`src/rtl/poly_basemul_ctrl_pkg.sv`:
```
// Shared Kyber constants, the Montgomery-form zeta table and the sequencer state type
// for the polynomial base-multiplication controller.
package poly_basemul_ctrl_pkg;

    localparam int KYBER_POLY_WIDTH = 16;
    localparam int KYBER_Q          = 3329;

    localparam logic signed [KYBER_POLY_WIDTH-1:0] ZETAS [128] = '{
        -16'sd1044,  -16'sd758,  -16'sd359, -16'sd1517,  16'sd1493,  16'sd1422,   16'sd287,   16'sd202,
         -16'sd171,   16'sd622,  16'sd1577,   16'sd182,   16'sd962, -16'sd1202, -16'sd1474,  16'sd1468,
          16'sd573, -16'sd1325,   16'sd264,   16'sd383,  -16'sd829,  16'sd1458, -16'sd1602,  -16'sd130,
         -16'sd681,  16'sd1017,   16'sd732,   16'sd608, -16'sd1542,   16'sd411,  -16'sd205, -16'sd1571,
         16'sd1223,   16'sd652,  -16'sd552,  16'sd1015, -16'sd1293,  16'sd1491,  -16'sd282, -16'sd1544,
          16'sd516,    -16'sd8,  -16'sd320,  -16'sd666, -16'sd1618, -16'sd1162,   16'sd126,  16'sd1469,
         -16'sd853,   -16'sd90,  -16'sd271,   16'sd830,   16'sd107, -16'sd1421,  -16'sd247,  -16'sd951,
         -16'sd398,   16'sd961, -16'sd1508,  -16'sd725,   16'sd448, -16'sd1065,   16'sd677, -16'sd1275,
        -16'sd1103,   16'sd430,   16'sd555,   16'sd843, -16'sd1251,   16'sd871,  16'sd1550,   16'sd105,
          16'sd422,   16'sd587,   16'sd177,  -16'sd235,  -16'sd291,  -16'sd460,  16'sd1574,  16'sd1653,
         -16'sd246,   16'sd778,  16'sd1159,  -16'sd147,  -16'sd777,  16'sd1483,  -16'sd602,  16'sd1119,
        -16'sd1590,   16'sd644,  -16'sd872,   16'sd349,   16'sd418,   16'sd329,  -16'sd156,   -16'sd75,
          16'sd817,  16'sd1097,   16'sd603,   16'sd610,  16'sd1322, -16'sd1285, -16'sd1465,   16'sd384,
        -16'sd1215,  -16'sd136,  16'sd1218, -16'sd1335,  -16'sd874,   16'sd220, -16'sd1187, -16'sd1659,
        -16'sd1185, -16'sd1530, -16'sd1278,   16'sd794, -16'sd1510,  -16'sd854,  -16'sd870,   16'sd478,
         -16'sd108,  -16'sd308,   16'sd996,   16'sd991,   16'sd958, -16'sd1460,  16'sd1522,  16'sd1628
    };

    typedef enum logic [2:0] {
        S_IDLE  = 3'd0,
        S_READ  = 3'd1,
        S_LOAD  = 3'd2,
        S_WAIT  = 3'd3,
        S_WRITE = 3'd4,
        S_FIN   = 3'd5
    } pbm_state_e;

    // Pair j uses ZETAS[64 + j/2]; odd pairs take the 16-bit two's-complement negation.
    function automatic logic signed [KYBER_POLY_WIDTH-1:0] zeta_for(input logic [6:0] j);
        logic signed [KYBER_POLY_WIDTH-1:0] z;
        z = ZETAS[{1'b1, j[6:1]}];
        return j[0] ? -z : z;
    endfunction

endpackage

```
`src/rtl/poly_basemul_ctrl_if.sv`:
```
// Bundle of the control, operand-RAM, basemul and result-RAM signals of the
// polynomial base-multiplication sequencer.
interface poly_basemul_ctrl_if;
    import poly_basemul_ctrl_pkg::*;

    logic                               start;
    logic                               busy;
    logic                               done;
    logic                               err;

    logic                               rd_en;
    logic [6:0]                         rd_addr;
    logic [KYBER_POLY_WIDTH-1:0]        rd_a [2];
    logic [KYBER_POLY_WIDTH-1:0]        rd_b [2];

    logic                               bm_start;
    logic signed [KYBER_POLY_WIDTH-1:0] bm_a [2];
    logic signed [KYBER_POLY_WIDTH-1:0] bm_b [2];
    logic signed [KYBER_POLY_WIDTH-1:0] bm_zeta;
    logic signed [KYBER_POLY_WIDTH-1:0] bm_r [2];
    logic                               bm_r0_valid;

    logic                               wr_en;
    logic [6:0]                         wr_addr;
    logic [KYBER_POLY_WIDTH-1:0]        wr_data [2];

    modport master (
        input  start, rd_a, rd_b, bm_r, bm_r0_valid,
        output busy, done, err, rd_en, rd_addr, bm_start, bm_a, bm_b, bm_zeta,
               wr_en, wr_addr, wr_data
    );

    modport slave (
        output start, rd_a, rd_b, bm_r, bm_r0_valid,
        input  busy, done, err, rd_en, rd_addr, bm_start, bm_a, bm_b, bm_zeta,
               wr_en, wr_addr, wr_data
    );

endinterface

```
`src/rtl/poly_basemul_ctrl.sv`:
```
// Walks the 128 coefficient pairs of a polynomial: read operands, launch basemul with the
// pair's zeta, wait for its result, write it back; flags a timeout if basemul stalls.
module poly_basemul_ctrl
    import poly_basemul_ctrl_pkg::*;
#(
    parameter int TIMEOUT = 15
) (
    input  logic          clk,
    input  logic          rst_n,
    poly_basemul_ctrl_if.master bus
);

    localparam int CNT_W = $clog2(TIMEOUT + 1);

    pbm_state_e r_state;
    pbm_state_e w_next;

    logic [6:0]                         r_j;
    logic [CNT_W-1:0]                   r_wcnt;
    logic [CNT_W-1:0]                   w_wcnt_nxt;
    logic                               r_err;
    logic                               r_bm_start;
    logic signed [KYBER_POLY_WIDTH-1:0] r_bm_a [2];
    logic signed [KYBER_POLY_WIDTH-1:0] r_bm_b [2];
    logic signed [KYBER_POLY_WIDTH-1:0] r_bm_zeta;
    logic [KYBER_POLY_WIDTH-1:0]        r_wr_data [2];

    logic w_wait_valid;
    logic w_wait_expire;
    logic w_rd_en;
    logic w_wr_en;
    logic w_busy;
    logic w_done;

    // The first WAIT cycle (counter still 0) ignores the previous pair's level-valid.
    assign w_wcnt_nxt    = r_wcnt + 1'b1;
    assign w_wait_valid  = (r_wcnt != '0) && bus.bm_r0_valid;
    assign w_wait_expire = (w_wcnt_nxt == CNT_W'(TIMEOUT));

    always_ff @(posedge clk or negedge rst_n) begin
        if (!rst_n) begin
            r_state <= S_IDLE;
        end else begin
            r_state <= w_next;
        end
    end

    always_comb begin
        w_next = r_state;
        case (r_state)
            S_IDLE:  if (bus.start) w_next = S_READ;
            S_READ:  w_next = S_LOAD;
            S_LOAD:  w_next = S_WAIT;
            S_WAIT: begin
                if (w_wait_valid) begin
                    w_next = S_WRITE;
                end else if (w_wait_expire) begin
                    w_next = S_FIN;
                end
            end
            S_WRITE: w_next = (r_j == 7'd127) ? S_FIN : S_READ;
            S_FIN:   w_next = S_IDLE;
            default: w_next = S_IDLE;
        endcase
    end

    always_comb begin
        w_rd_en = (r_state == S_READ);
        w_wr_en = (r_state == S_WRITE);
        w_done  = (r_state == S_FIN);
        w_busy  = (r_state != S_IDLE) && (r_state != S_FIN);
    end

    always_ff @(posedge clk or negedge rst_n) begin
        if (!rst_n) begin
            r_j        <= '0;
            r_wcnt     <= '0;
            r_err      <= 1'b0;
            r_bm_start <= 1'b0;
            r_bm_a     <= '{default: '0};
            r_bm_b     <= '{default: '0};
            r_bm_zeta  <= '0;
            r_wr_data  <= '{default: '0};
        end else begin
            r_bm_start <= (r_state == S_LOAD);
            case (r_state)
                S_IDLE: begin
                    if (bus.start) begin
                        r_j   <= '0;
                        r_err <= 1'b0;
                    end
                end
                // Operands and zeta stay put until the next LOAD; basemul re-reads zeta late.
                S_LOAD: begin
                    r_bm_a[0] <= $signed(bus.rd_a[0]);
                    r_bm_a[1] <= $signed(bus.rd_a[1]);
                    r_bm_b[0] <= $signed(bus.rd_b[0]);
                    r_bm_b[1] <= $signed(bus.rd_b[1]);
                    r_bm_zeta <= zeta_for(r_j);
                    r_wcnt    <= '0;
                end
                S_WAIT: begin
                    r_wcnt <= w_wcnt_nxt;
                    if (w_wait_valid) begin
                        r_wr_data[0] <= $unsigned(bus.bm_r[0]);
                        r_wr_data[1] <= $unsigned(bus.bm_r[1]);
                    end else if (w_wait_expire) begin
                        r_err <= 1'b1;
                    end
                end
                S_WRITE: begin
                    if (r_j != 7'd127) r_j <= r_j + 7'd1;
                end
                default: ;
            endcase
        end
    end

    assign bus.busy       = w_busy;
    assign bus.done       = w_done;
    assign bus.err        = r_err;
    assign bus.rd_en      = w_rd_en;
    assign bus.rd_addr    = r_j;
    assign bus.bm_start   = r_bm_start;
    assign bus.bm_a[0]    = r_bm_a[0];
    assign bus.bm_a[1]    = r_bm_a[1];
    assign bus.bm_b[0]    = r_bm_b[0];
    assign bus.bm_b[1]    = r_bm_b[1];
    assign bus.bm_zeta    = r_bm_zeta;
    assign bus.wr_en      = w_wr_en;
    assign bus.wr_addr    = r_j;
    assign bus.wr_data[0] = r_wr_data[0];
    assign bus.wr_data[1] = r_wr_data[1];

endmodule

```
`src/flat_wrapper.sv`:
```
// flat-port wrapper written by rule: the top's interface ports become plain ports
module poly_basemul_ctrl_flat import poly_basemul_ctrl_pkg::*;
#(
    parameter int TIMEOUT = 15
)
  (clk, rst_n, bus_start, bus_rd_a, bus_rd_b, bus_bm_r, bus_bm_r0_valid, bus_busy, bus_done, bus_err, bus_rd_en, bus_rd_addr, bus_bm_start, bus_bm_a, bus_bm_b, bus_bm_zeta, bus_wr_en, bus_wr_addr, bus_wr_data);
  poly_basemul_ctrl_if bus_i ();
  input  logic clk;
  input  logic rst_n;
  input wire logic [$bits(bus_i.start)-1:0] bus_start;
  input wire logic [$bits(bus_i.rd_a)-1:0] bus_rd_a;
  input wire logic [$bits(bus_i.rd_b)-1:0] bus_rd_b;
  input wire logic [$bits(bus_i.bm_r)-1:0] bus_bm_r;
  input wire logic [$bits(bus_i.bm_r0_valid)-1:0] bus_bm_r0_valid;
  output wire logic [$bits(bus_i.busy)-1:0] bus_busy;
  output wire logic [$bits(bus_i.done)-1:0] bus_done;
  output wire logic [$bits(bus_i.err)-1:0] bus_err;
  output wire logic [$bits(bus_i.rd_en)-1:0] bus_rd_en;
  output wire logic [$bits(bus_i.rd_addr)-1:0] bus_rd_addr;
  output wire logic [$bits(bus_i.bm_start)-1:0] bus_bm_start;
  output wire logic [$bits(bus_i.bm_a)-1:0] bus_bm_a;
  output wire logic [$bits(bus_i.bm_b)-1:0] bus_bm_b;
  output wire logic [$bits(bus_i.bm_zeta)-1:0] bus_bm_zeta;
  output wire logic [$bits(bus_i.wr_en)-1:0] bus_wr_en;
  output wire logic [$bits(bus_i.wr_addr)-1:0] bus_wr_addr;
  output wire logic [$bits(bus_i.wr_data)-1:0] bus_wr_data;
  assign bus_i.start = bus_start;
  assign bus_i.rd_a = {>>{bus_rd_a}};
  assign bus_i.rd_b = {>>{bus_rd_b}};
  assign bus_i.bm_r = {>>{bus_bm_r}};
  assign bus_i.bm_r0_valid = bus_bm_r0_valid;
  assign bus_busy = bus_i.busy;
  assign bus_done = bus_i.done;
  assign bus_err = bus_i.err;
  assign bus_rd_en = bus_i.rd_en;
  assign bus_rd_addr = bus_i.rd_addr;
  assign bus_bm_start = bus_i.bm_start;
  assign bus_bm_a = {>>{bus_i.bm_a}};
  assign bus_bm_b = {>>{bus_i.bm_b}};
  assign bus_bm_zeta = bus_i.bm_zeta;
  assign bus_wr_en = bus_i.wr_en;
  assign bus_wr_addr = bus_i.wr_addr;
  assign bus_wr_data = {>>{bus_i.wr_data}};
  poly_basemul_ctrl #(.TIMEOUT(TIMEOUT)) u_core (.clk(clk), .rst_n(rst_n), .bus(bus_i));
endmodule
```
`config.mk`:
```
export PLATFORM = sky130hd
export DESIGN_NAME = poly_basemul_ctrl_flat
export DESIGN_NICKNAME = d
export VERILOG_FILES = /design/src/rtl/poly_basemul_ctrl_pkg.sv /design/src/rtl/poly_basemul_ctrl_if.sv /design/src/rtl/poly_basemul_ctrl.sv /design/src/flat_wrapper.sv
export SDC_FILE = /design/constraint.sdc
export NUM_CORES = 1
export LEC_CHECK = 0
export CAP_MARGIN = 10
export CORE_MARGIN = 2
export CORE_UTILIZATION = 50
export DETAILED_ROUTE_END_ITERATION = 6
export GPL_TIMING_DRIVEN = 0
export MAX_ROUTING_LAYER = met4
export PLACE_DENSITY = 0.87
export REMOVE_ABC_BUFFERS = 1
export SLEW_MARGIN = 10
export SYNTH_ARGS = -nofsm -noshare
export SYNTH_HDL_FRONTEND = slang
export SYNTH_SLANG_ARGS = --single-unit
```
`constraint.sdc`:
```
create_clock -name clk -period 7.5 [get_ports clk]
set_input_delay 1.5 -clock clk [delete_from_list [all_inputs] [get_ports clk]]
set_output_delay 1.5 -clock clk [all_outputs]
set_load 0.02 [all_outputs]
```
==> impl_metrics.toml <==
[clock_tree]
numCtsBuffers = 17
numClockSinks = 128
cts_resized = 0
insertion_delay_ns = 0.41
holdBufCountCts = 0
htreeDepth = 4
cts_setup_buffers = 0
clk_path_buf_depth = 2
cts_tree = "built"
cts-root-buf = "clkbuf_16"
path_clk_slew_ns = 0.06

[sta]
finalHoldViolCount = 0
slew_headroom_pct = 21.9
max_freq_ghz = 0.233
worst_pin_slew_ns = 1.17
min_period_ns = 4.29
rsz0062_at_grt = "false"
fin_hold_ws_ns = 0.476
fin_worst_skew_ns = 0.00592
setup_violations = 0
drv_slew = 0
tns_ns = 0
post-route-period-util_pct = 57.1
postLayoutSetupSlackWorst_ns = 3.21

[synthesis]
yosysWarnings = 0
synth_area_um2 = 6840
async_flop_share_pct = 100
ys_ff_latch = 128
synth_cell_type_count = 77
syn_area_per_cell_um2 = 9.08
synth_cells = 753
synth_edf_count = 0
yosysSeqAreaShare_pct = 46.9
ys.flop_type = "dfrtp_1"

[pwr]
power.total_uw = 5300
power.density_nw_per_um2 = 543
total_leakage_power_uw = 0.00431
vdd_drop_max_mv = 0.270

[finish]
area_delta_synth_final_pct = 42.8
final_common_cell = "nand2_1"
layout-drive-gt1-share_pct = 9.50
n_antenna_cell = 0
layout.nets = 1062
utilization_pct = 73.4
mostFrequentLayoutCells = "236 x nand2_1, 230 x clkdlybuf4s50_1, 126 x dfrtp_1, 34 x mux2_2, 33 x o21ai_0"

[setup_path]
worstReg2RegStart = "u_core.bus.rd_addr[2]$_DFFE_PN0P_"
worstSetupPathType = "reg -> reg"
endpoint_kind = "flop"
timing.rr.end = "u_core.bus.bm_zeta[12]$_DFFE_PN0P_"
worstPathMaxFanout = 26
cp_data_arrival_time_ns = 4.63
reg2reg_setup_slack_ns = 3.21
reg2regPathDepth = 11
startpoint_type = "flop"
cp.required_ns = 7.85

[drt]
wl_per_cell_um = 18.4
vias = 6324
drtPass1Iterations = 5
ant_nets = 0
drc_errors = 0
vias_per_cell = 5.58
drt-total-wl_um = 20900
dr.first_iter.drc_count = 694

[floorplan]
die_w_um = 121
dieHeight_um = 121
initial_utilization_pct = 51.4
io_pins = 232
core_area_um2 = 13300
die_area_um2 = 14600
num_rows = 42

[worst_hold_path]
holdPathStages = 2
hp-start = "u_core.bus.bm_a[6]$_DFFE_PN0P_"
hold_end = "u_core.bus.bm_a[6]$_DFFE_PN0P_"
hp-class = "reg -> reg"

[global_routing]
grt_pass1_vias = 6117
antenna_found_initial = 0
grt_pass1_wl_um = 32400
grt_overflow = 0
grt_max_degree = 74
grtUsageTotal_pct = 29.3

[placed_design]
dpl.hpwl_um = 14000
portBuffers = 231
post-place-ws_ns = 3.46
gp_congestion = 0.964

[job]
cap_violations = 0

[run_status]
status = "finished, final reports clean"
[where the power goes]
| group | switching, uW | internal [uW] | total [uW] |
|---|---|---|---|
| registers | 317 | 1040 | 1350 |
| clock network | 299 | 562 | 861 |
| logic | 1740 | 1350 | 3090 |
[final cells by class]
cell class	count	area, um^2
timing repair buffer	236	2420
clock buffer	21	450
fill	944	3540
clock inverter	10	161
inverter	16	61.3
multi-input combinational	547	3240
tap	176	220
sequential	128	3210
[per-layer routing]
| layer | global-route usage, % | vias up | routed length (um) | part of all wire, % |
|---|---|---|---|---|
| li1 | - | 2928 | - | - |
| met1 | 34.3 | 3054 | 7870 | 38 |
| met2 | 48.2 | 284 | 10600 | 51 |
| met3 | 7.66 | 58 | 1670 | 8.0 |
| met4 | 11.7 | 0 | 750 | 3.6 |
| met5 | - | - | 0 | 0 |
[kinds of logic after synthesis]
family                   count (synthesis)  synth area share [%]
buffers and inverters                   78                  5.95
AO/OA/AOI/OAI                          140                  14.3
multiplexers                            37                  6.41
AND/OR/NAND/NOR                        338                  21.5
XOR/XNOR                                16                  2.05
flip-flops                             128                  46.9
adder cells (fa/ha/maj)                 16                  2.93
[sequential cells by signal, summed over array words and instances, names as in the netlist]
signal,count
u_core.bus.bm_a,32
u_core.bus.bm_b,32
u_core.bus.bm_start,1
u_core.bus.bm_zeta,16
u_core.bus.err,1
u_core.bus.rd_addr,7
u_core.bus.wr_data,32
u_core.r_state,3
u_core.r_wcnt,4
[Yosys cell counts, drive strengths merged (6+ instances only)]
cell    number  area, um^2
o31ai        6        45.0
a21oi       28         144
a311oi       7        61.3
nand3       11        55.1
and2         6        37.5
dfrtp      128        3200
nand2      237         892
nand2b      16         100
nor2        28         105
ha          16         200
o21ai       40         200
inv         15        56.3
nor3         6        30.0
mux2        34         383
nor2b       10        62.6
buf         33         238
xnor2       11        96.3
clkbuf      29         109
[worst max-delay path by stage]
stage                                       from                                  to  cells past startpoint
6_report       u_core.bus.rd_addr[2]$_DFFE_PN0P_  u_core.bus.bm_zeta[12]$_DFFE_PN0P_                     11
5_1_grt        u_core.bus.rd_addr[2]$_DFFE_PN0P_  u_core.bus.bm_zeta[12]$_DFFE_PN0P_                     11
4_1_cts        u_core.bus.rd_addr[2]$_DFFE_PN0P_  u_core.bus.bm_zeta[12]$_DFFE_PN0P_                     11
3_5_place_dp   u_core.bus.rd_addr[2]$_DFFE_PN0P_  u_core.bus.bm_zeta[10]$_DFFE_PN0P_                     11
3_3_place_gp                               rst_n  u_core.bus.bm_zeta[10]$_DFFE_PN0P_                      1
2_1_floorplan      u_core.r_state[0]$_DFFE_PN0P_  u_core.bus.bm_zeta[12]$_DFFE_PN0P_                      4
[worst max-delay path: stages (launching register included)]
cell and delay, ns:
dfrtp_1 0.94, inv_1 0.41, ha_1 0.61, mux4_2 0.54, and2_1 0.16, a311oi_1 0.30
a21oi_2 0.11, ha_1 0.29, inv_1 0.16, nor4_1 0.09, nor4_1 0.39, a211o_1 0.19
[stage by stage]
step / cells / instance area, um^2
after detailed placement: 1103 / 9150
after global routing: 1134 / 9760
after CTS: 1134 / 9760
after floorplan: 691 / 6490
after global placement: 1098 / 9020
final: 1134 / 9760
No activity file was read; power rests on OpenSTA's default activity.
